[src/rtl/c17_bist_pkg.sv]
// c17_bist_pkg: shared state enum, MISR defaults and the c17 golden model.
package c17_bist_pkg;
  typedef enum logic [2:0] {IDLE, APPLY, WAIT, CAPTURE, FINISH} state_t;
  localparam logic [15:0] DEF_MISR_POLY = 16'h1021;
  localparam logic [15:0] DEF_MISR_SEED = 16'hFFFF;
  function automatic logic [1:0] c17_model(input logic [4:0] p);
    logic n1, n2, n3, n6, n7;
    {n1, n2, n3, n6, n7} = p;
    return {(n1 & n3) | (n2 & ~(n3 & n6)), ~(n3 & n6) & (n2 | n7)};
  endfunction
endpackage

[src/rtl/c17_misr.sv]
// c17_misr: 16-bit MISR compacting the 2-bit c17 response each enabled cycle.
module c17_misr
  import c17_bist_pkg::*;
#(
  parameter logic [15:0] POLY = DEF_MISR_POLY,
  parameter logic [15:0] SEED = DEF_MISR_SEED
) (
  input  logic        clk,
  input  logic        rst,
  input  logic        load,
  input  logic        en,
  input  logic [1:0]  d,
  output logic [15:0] sig
);
  always_ff @(posedge clk or posedge rst)
    if (rst) sig <= SEED;
    else if (load) sig <= SEED;
    else if (en) sig <= {sig[14:0], 1'b0} ^ (sig[15] ? POLY : 16'h0) ^ {14'b0, d};
endmodule

[src/rtl/c17_bist.sv]
// c17_bist: exhaustive pattern driver and response checker for the c17 core.
module c17_bist
  import c17_bist_pkg::*;
#(
  parameter int          NUM_PAT   = 32,
  parameter int          SETTLE    = 1,
  parameter logic [15:0] MISR_POLY = DEF_MISR_POLY,
  parameter logic [15:0] MISR_SEED = DEF_MISR_SEED
) (
  input  logic        clk,
  input  logic        rst,
  input  logic        start,
  output logic [4:0]  dut_in,
  input  logic [1:0]  dut_out,
  output logic        busy,
  output logic        done,
  output logic        pass,
  output logic [5:0]  err_count,
  output logic [4:0]  first_err_pat,
  output logic [15:0] signature
);
  state_t state, nxt;
  logic [5:0] pat;
  logic [3:0] wcnt;
  logic go, cap, last, mism;
  assign go   = state == IDLE && start;
  assign cap  = state == CAPTURE;
  assign last = pat == 6'(NUM_PAT - 1);
  assign mism = dut_out != c17_model(dut_in);
  assign busy = state == APPLY || state == WAIT || state == CAPTURE;
  assign done = state == FINISH;
  always_ff @(posedge clk or posedge rst)
    if (rst) state <= IDLE;
    else state <= nxt;
  always_comb begin
    nxt = state;
    unique case (state)
      IDLE:    nxt = start ? APPLY : IDLE;
      APPLY:   nxt = SETTLE > 0 ? WAIT : CAPTURE;
      WAIT:    nxt = wcnt == 4'd0 ? CAPTURE : WAIT;
      CAPTURE: nxt = last ? FINISH : APPLY;
      FINISH:  nxt = IDLE;
      default: nxt = IDLE;
    endcase
  end
  // pat is one bit wider than dut_in so NUM_PAT=32 reaches its last index cleanly
  always_ff @(posedge clk or posedge rst)
    if (rst) begin
      pat           <= '0;
      wcnt          <= '0;
      dut_in        <= '0;
      err_count     <= '0;
      first_err_pat <= '0;
      pass          <= 1'b0;
    end else if (go) begin
      pat       <= '0;
      dut_in    <= '0;
      err_count <= '0;
      pass      <= 1'b0;
    end else if (state == APPLY) begin
      wcnt <= 4'(SETTLE - 1);
    end else if (state == WAIT) begin
      wcnt <= wcnt - 4'd1;
    end else if (cap) begin
      if (mism) begin
        err_count <= err_count == 6'd63 ? err_count : err_count + 6'd1;
        if (err_count == 6'd0) first_err_pat <= pat[4:0];
      end
      if (!last) begin
        pat    <= pat + 6'd1;
        dut_in <= 5'(pat + 6'd1);
      end
    end else if (done) begin
      pass <= err_count == 6'd0;
    end
  c17_misr #(.POLY(MISR_POLY), .SEED(MISR_SEED)) u_misr (
    .clk  (clk),
    .rst  (rst),
    .load (go),
    .en   (cap),
    .d    (dut_out),
    .sig  (signature)
  );
endmodule

[config.mk]
export PLATFORM = sky130hd
export DESIGN_NAME = c17_bist
export DESIGN_NICKNAME = d
export VERILOG_FILES = /design/src/rtl/c17_bist_pkg.sv /design/src/rtl/c17_misr.sv /design/src/rtl/c17_bist.sv
export SDC_FILE = /design/constraint.sdc
export NUM_CORES = 1
export LEC_CHECK = 0
export ABC_AREA = 1
export CAP_MARGIN = 20
export CORE_ASPECT_RATIO = 0.75
export CORE_MARGIN = 8
export CORE_UTILIZATION = 55
export CTS_CLUSTER_SIZE = 24
export DETAILED_ROUTE_END_ITERATION = 16
export PLACE_DENSITY_LB_ADDON = 0.25
export SETUP_SLACK_MARGIN = 0.05
export SLEW_MARGIN = 0
export SYNTH_ARGS = -nofsm -noshare
export SYNTH_HDL_FRONTEND = slang
export SYNTH_SLANG_ARGS = --single-unit
export TNS_END_PERCENT = 100
[constraint.sdc]
create_clock -name clk -period 3.5 [get_ports clk]
set_input_delay 0.35 -clock clk [delete_from_list [all_inputs] [get_ports clk]]
set_output_delay 0.35 -clock clk [all_outputs]
set_load 0.005 [all_outputs]
* After elaboration in Yosys (flattened, before gate mapping)
Index checks and enable logic that the tools add are counted.
** Cells by class
- $add $sub $neg :: 3
- Equality and inequality tests :: 12
- Muxes and demuxes :: 30
- Bitwise operators :: 12
- Reductions and logical operators :: 15
** Operators with widths (number)
- two-way mux 6 bit :: 11
- two-way mux 16 bit :: 2
- two-way mux 5 bit :: 5
- XOR 16 bit :: 1
- XOR 16 x 2 -> 16 bit :: 1
- two-way mux 13 bit :: 1
- adder 6 x 1 -> 6 bit (second input constant) :: 2
- case mux 3 bit (4 select lines) :: 1
- inequality test 2 bit (second input constant) :: 5
- two-way mux 4 bit :: 2
- AND reduction 4 bit :: 2
- nonzero test 2 bit :: 4
- two-way mux 1 bit :: 7
- == test 3 x 2 -> 1 bit (second input constant) :: 2
- == test 6 x 5 -> 1 bit (second input constant) :: 1
- == test 6 bit (second input constant) :: 1
- logical NOT 6 bit :: 1
- AND reduction 6 bit :: 1
- AND reduction 5 bit :: 1
- bitwise AND 1 bit :: 4
- logical NOT 4 bit :: 1
- inverter 1 bit :: 4
- subtractor 4 x 1 -> 4 bit (second input constant) :: 1
- == test 3 x 1 -> 1 bit (second input constant) :: 1
- 8 further kinds :: 10
** Storage, ports and cells
- Register bits :: 46
- Bits of input ports :: 5
- Output and inout bits :: 35
- Logic and storage cells :: 80

* Longest topological paths before layout
- Depth in word-level cells :: 10
- Depth in mapped cells :: 8
- Gate-level depth less buffers :: 8

* Hierarchy
A second synthesis with hierarchy kept.
** Second synthesis, totals
- Cells, all modules :: 253
- Area, all modules :: 2138.3 µm²
** By module, submodules not included
- c17_bist :: instances 1, cells each 168, area each 1411.4 µm², sequential area each 625.6 µm²
- c17_misr :: instances 1, cells each 85, area each 726.9 µm², sequential area each 420.4 µm²

* Worst setup path after synthesis
OpenSTA, ideal clock, no wires.
- Kind :: register -> register
- Start point :: reg err_count[0]
- End point :: reg err_count[2]
- Setup time :: 0.065 ns
- Data arrival time :: 1.228 ns
- Data required time :: 3.435 ns
- Slack :: 2.207 ns
- Stages on the path, launching flop included :: 8
- Path buffers :: 0
- Clock period less this slack :: 1.293 ns
- Cell sequence :: dfrtp_1 -> ha_1 -> nand2_1 -> nor2_1 -> nand3_2 -> nand3_2 -> nand2_1 -> nand2_1
** Between the ends
- Word-level cells in the longest chain between the ends :: 7
- Elaborated cells between the ends (all ways) :: 10
- Classes of those cells :: add/sub: 1; eq/ne: 2; mux: 6; reduce/logical: 1
** Ends and longest elaborated chain
- start, declared :: line c17_bist.sv:18 : output logic [5:0] err_count,
- start signal, assigned :: line c17_bist.sv:66 : err_count <= err_count == 6'd63 ? err_count : err_count + 6'd1;
- adder 6 x 1 -> 6 bit :: line c17_bist.sv:66
- two-way mux 6 bit :: line c17_bist.sv:66
- two-way mux 6 bit :: line c17_bist.sv:65 : if (mism) begin
- two-way mux 6 bit :: line c17_bist.sv:64 : end else if (cap) begin
- two-way mux 6 bit :: line c17_bist.sv:62 : end else if (state == WAIT) begin
- two-way mux 6 bit :: line c17_bist.sv:60 : end else if (state == APPLY) begin
- two-way mux 6 bit :: line c17_bist.sv:55 : end else if (go) begin
Several ways; a longest one is shown, not always the timed one. The select of a mux whose other input is x is not followed.
A chain may end at the register's enable or synchronous reset.

* Worst setup path after layout
- Start point :: reg state[1]
- End point :: out done
** Between the ends
- Word-level cells in the longest chain between the ends :: 1
** Ends and longest elaborated chain
- start, declared :: line c17_bist.sv:22 : state_t state, nxt;
- start signal, assigned :: line c17_bist.sv:34 : else state <= nxt;
- == test 3 bit :: line c17_bist.sv:31 : assign done = state == FINISH;
- end, declared :: line c17_bist.sv:16 : output logic done,
No other way between the ends.

==> results.tsv <==
stage	metric	value	unit
run_status	status	completed	
cts	CTS Buf Count	5	
detailed_routing	Vias per Instance	5.03	
synth	post-synth cell types	33	
synth	Synth Register Bits	41	
worst_setup_path	worst r2r path cells	6	
cts	worst skew pair latency	0.30	ns
cts	post_cts resized	0	
worst_setup_path	CP Capture Type	output port	
power_and_ir_drop	VDD IR max	0.298	mV
sta	setup TNS	0	ns
synth	Yosys top cell by area	dfrtp_1	
die	Initial Util	0.557	
flow_run	Max-cap violations	0	
worst_setup_path	CP max FO	4	
grt	Tot GR Track Use	0.151	
cts	Root Driver	clkbuf_8	
die	die footprint	6270	um^2
power_and_ir_drop	power density over the cells	500	nW/um^2
cells_and_area	nets	288	
detailed_routing	Routed WL per cell	12.9	um
synth	Synth top area share	0.286	
cts	# hold bufs at CTS	0	
synth	Avg Inst Size Synth	9.08	um^2
min_path	hold crit path type	input port to asynchronous set/reset pin	
sta	Max Fclk	522	MHz
cts	CTS tree	built	
die	Core Region	3930	um^2
detailed_routing	Post-DRT Antenna Nets	0	
sta	worst-margin pin slew	0.490	ns
sta	Finish-stage setup viols	0	
power_and_ir_drop	leakage	0.00126	uW
synth	Top FF cell, synth	dfrtp_1	
synth	Post-Synthesis Cells	241	
worst_setup_path	reg-to-reg endpoint	err_count[5]	
die	num rows	20	
synth	syn_nets	250	
sta	Slew Limit Fails	0	
cts	Max Buffers Root-to-Sink	2	
synth	synthesized area	2190	um^2
synth	number of synthesized flops with an enable pin	0	
worst_setup_path	Worst EP arrival	1.57	ns
cells_and_area	synthesis-to-finish area growth	23.3	%
worst_setup_path	Critical Path RT	3.15	ns
detailed_routing	Pre-antenna DRT Iters	4	
worst_setup_path	r2r startpoint	state[1]	
placement	GP Congestion	0.838	
cts	clk sinks	41	
worst_setup_path	R2R setup slack	1.95	ns
synth	synth top area cells	dfrtp_1, dfstp_2, nand2_1, inv_1, nand3_2	
die	die width	88.8	um
grt	vias in the first global route	1670	
cts	H-tree level count	2	
placement	DPL Wire Length	3.21	mm
placement	# port buffers	39	
sta	clock skew	0.00408	ns
grt	first-pass GRT wire length	7.53	mm
detailed_routing	total number of vias	1684	
synth	synth warn	0	
cts	clock slew at reported path FFs	0.08	ns
power_and_ir_drop	Power Total	1350	uW
cells_and_area	fraction of layout cells with a size suffix above 1	0.204	
synth	Seq/Total Area, Yosys	0.478	
detailed_routing	DRC	0	
grt	Remaining Overflow, GRT	0	
sta	RSZ-0062 raised after global routing	no	
die	io pins	40	
sta	crit path time final	1.92	ns
sta	Final period util	0.548	
worst_setup_path	kind of start point of the critical path	flip-flop	
worst_setup_path	Crit Path Category	flip-flop to output port	
sta	Hold Vio Cnt, Final	0	
detailed_routing	First DRT Iteration DRCs	53	
grt	antenna violations before repair	0	
cells_and_area	n_diodes	0	
cts	Setup Buffers After CTS	0	
cells_and_area	Layout fillers	324	
sta	Slew HR	0.673	
die	die height	70.6	um
detailed_routing	Post-Route WL	4.33	mm
synth	Post-synth ARST share	1.00	
grt	largest net degree at the start of global routing	42	
## worst max-delay path, cell delays in order, from the launching register on
cell,delay [ns]
dfrtp_1,0.46
nor2_4,0.17
nand2_1,0.09
inv_1,0.06
clkdlybuf4s50_1,0.49
## cell usage after synthesis (2+ instances only)
master	number
nand2_1	44
inv_1	33
dfrtp_1	25
dfstp_2	16
nor2_1	13
nand3_1	12
a21oi_1	10
o21ai_0	10
nand4_1	9
a22oi_1	8
nand2_2	7
nand3_2	7
buf_4	6
o21ai_1	5
o21ai_2	5
xor2_1	5
ha_1	4
inv_2	4
nand3_4	2
nand4_4	2
or2_2	2
## layout by cell type, fill, tap and decap left out, types with 2 or more instances in the layout
cell	netlist	routed
nand3_4	2	2
clkbuf_8	0	5
clkinv_2	1	2
o21ai_0	10	10
dfrtp_1	25	25
nand2_1	44	44
clkbuf_16	0	2
o21ai_1	5	5
nand4_1	9	9
inv_2	4	4
nand2_2	7	7
xor2_1	5	5
inv_1	33	33
o21ai_2	5	5
nor2_1	13	13
or2_2	2	2
a22oi_1	8	8
a21oi_1	10	10
nand4_4	2	2
nand3_1	12	12
ha_1	4	4
clkdlybuf4s50_1	0	39
nand3_2	7	7
dfstp_2	16	16
## cells by family after synthesis
logic type / synth area share
buf+inv: 0.105
fa+ha+maj: 0.0229
xor+xnor: 0.0240
simple gates: 0.260
compound gates: 0.111
flops: 0.478
## final cells by class
class / count / area, um^2 / share of cell area
flip-flops and latches: 41 / 1050 / 0.388
multi-input cells: 152 / 913 / 0.339
repair buffers: 40 / 398 / 0.147
inverters: 39 / 148 / 0.0547
clock buffers: 7 / 119 / 0.0441
well taps: 55 / 68.8 / 0.0255
clock inverters: 1 / 5.00 / 0.00186
## registers in the layout (all words and copies together) (netlist names)
register / flops
u_misr.sig: 16
dut_in: 4
wcnt: 4
pat: 2
pass: 1
err_count: 6
first_err_pat: 5
state: 3
## power by group
group	internal, uW	switching (uW)
Combinational	191	134
Sequential	557	78.0
Clock	226	163
Total	974	375
## worst max-delay path by stage
stage	startpoint	to	slack [ns]
detailed placement	start	err_count[5]	1.71
finish	state[1]	done	1.58
CTS	state[1]	done	1.56
global route	state[1]	done	1.50
global placement	start	dut_in[2]	1.72
floorplan	err_count[0]	err_count[2]	2.21
## routing by layer
metal / GRT usage / wire, um
met5: 0 / 0
met4: 0.0785 / 105
met3: 0.0440 / 281
met2: 0.235 / 1950
met1: 0.184 / 1990
## through the flow
step | utilization | hold slack (ns) | instances | worst slack, ns | instance area [um^2]
3_3_place_gp | 0.655 | 0.476 | 327 | 1.72 | 2570
2_1_floorplan | - | 0.470 | 241 | 2.21 | 2190
4_1_cts | 0.687 | 0.491 | 335 | 1.56 | 2700
5_1_grt | 0.687 | 0.507 | 335 | 1.50 | 2700
6_report | 0.687 | 0.474 | 335 | 1.58 | 2700
3_5_place_dp | 0.655 | 0.474 | 327 | 1.71 | 2570
No activity file was read; power rests on OpenSTA's default activity.
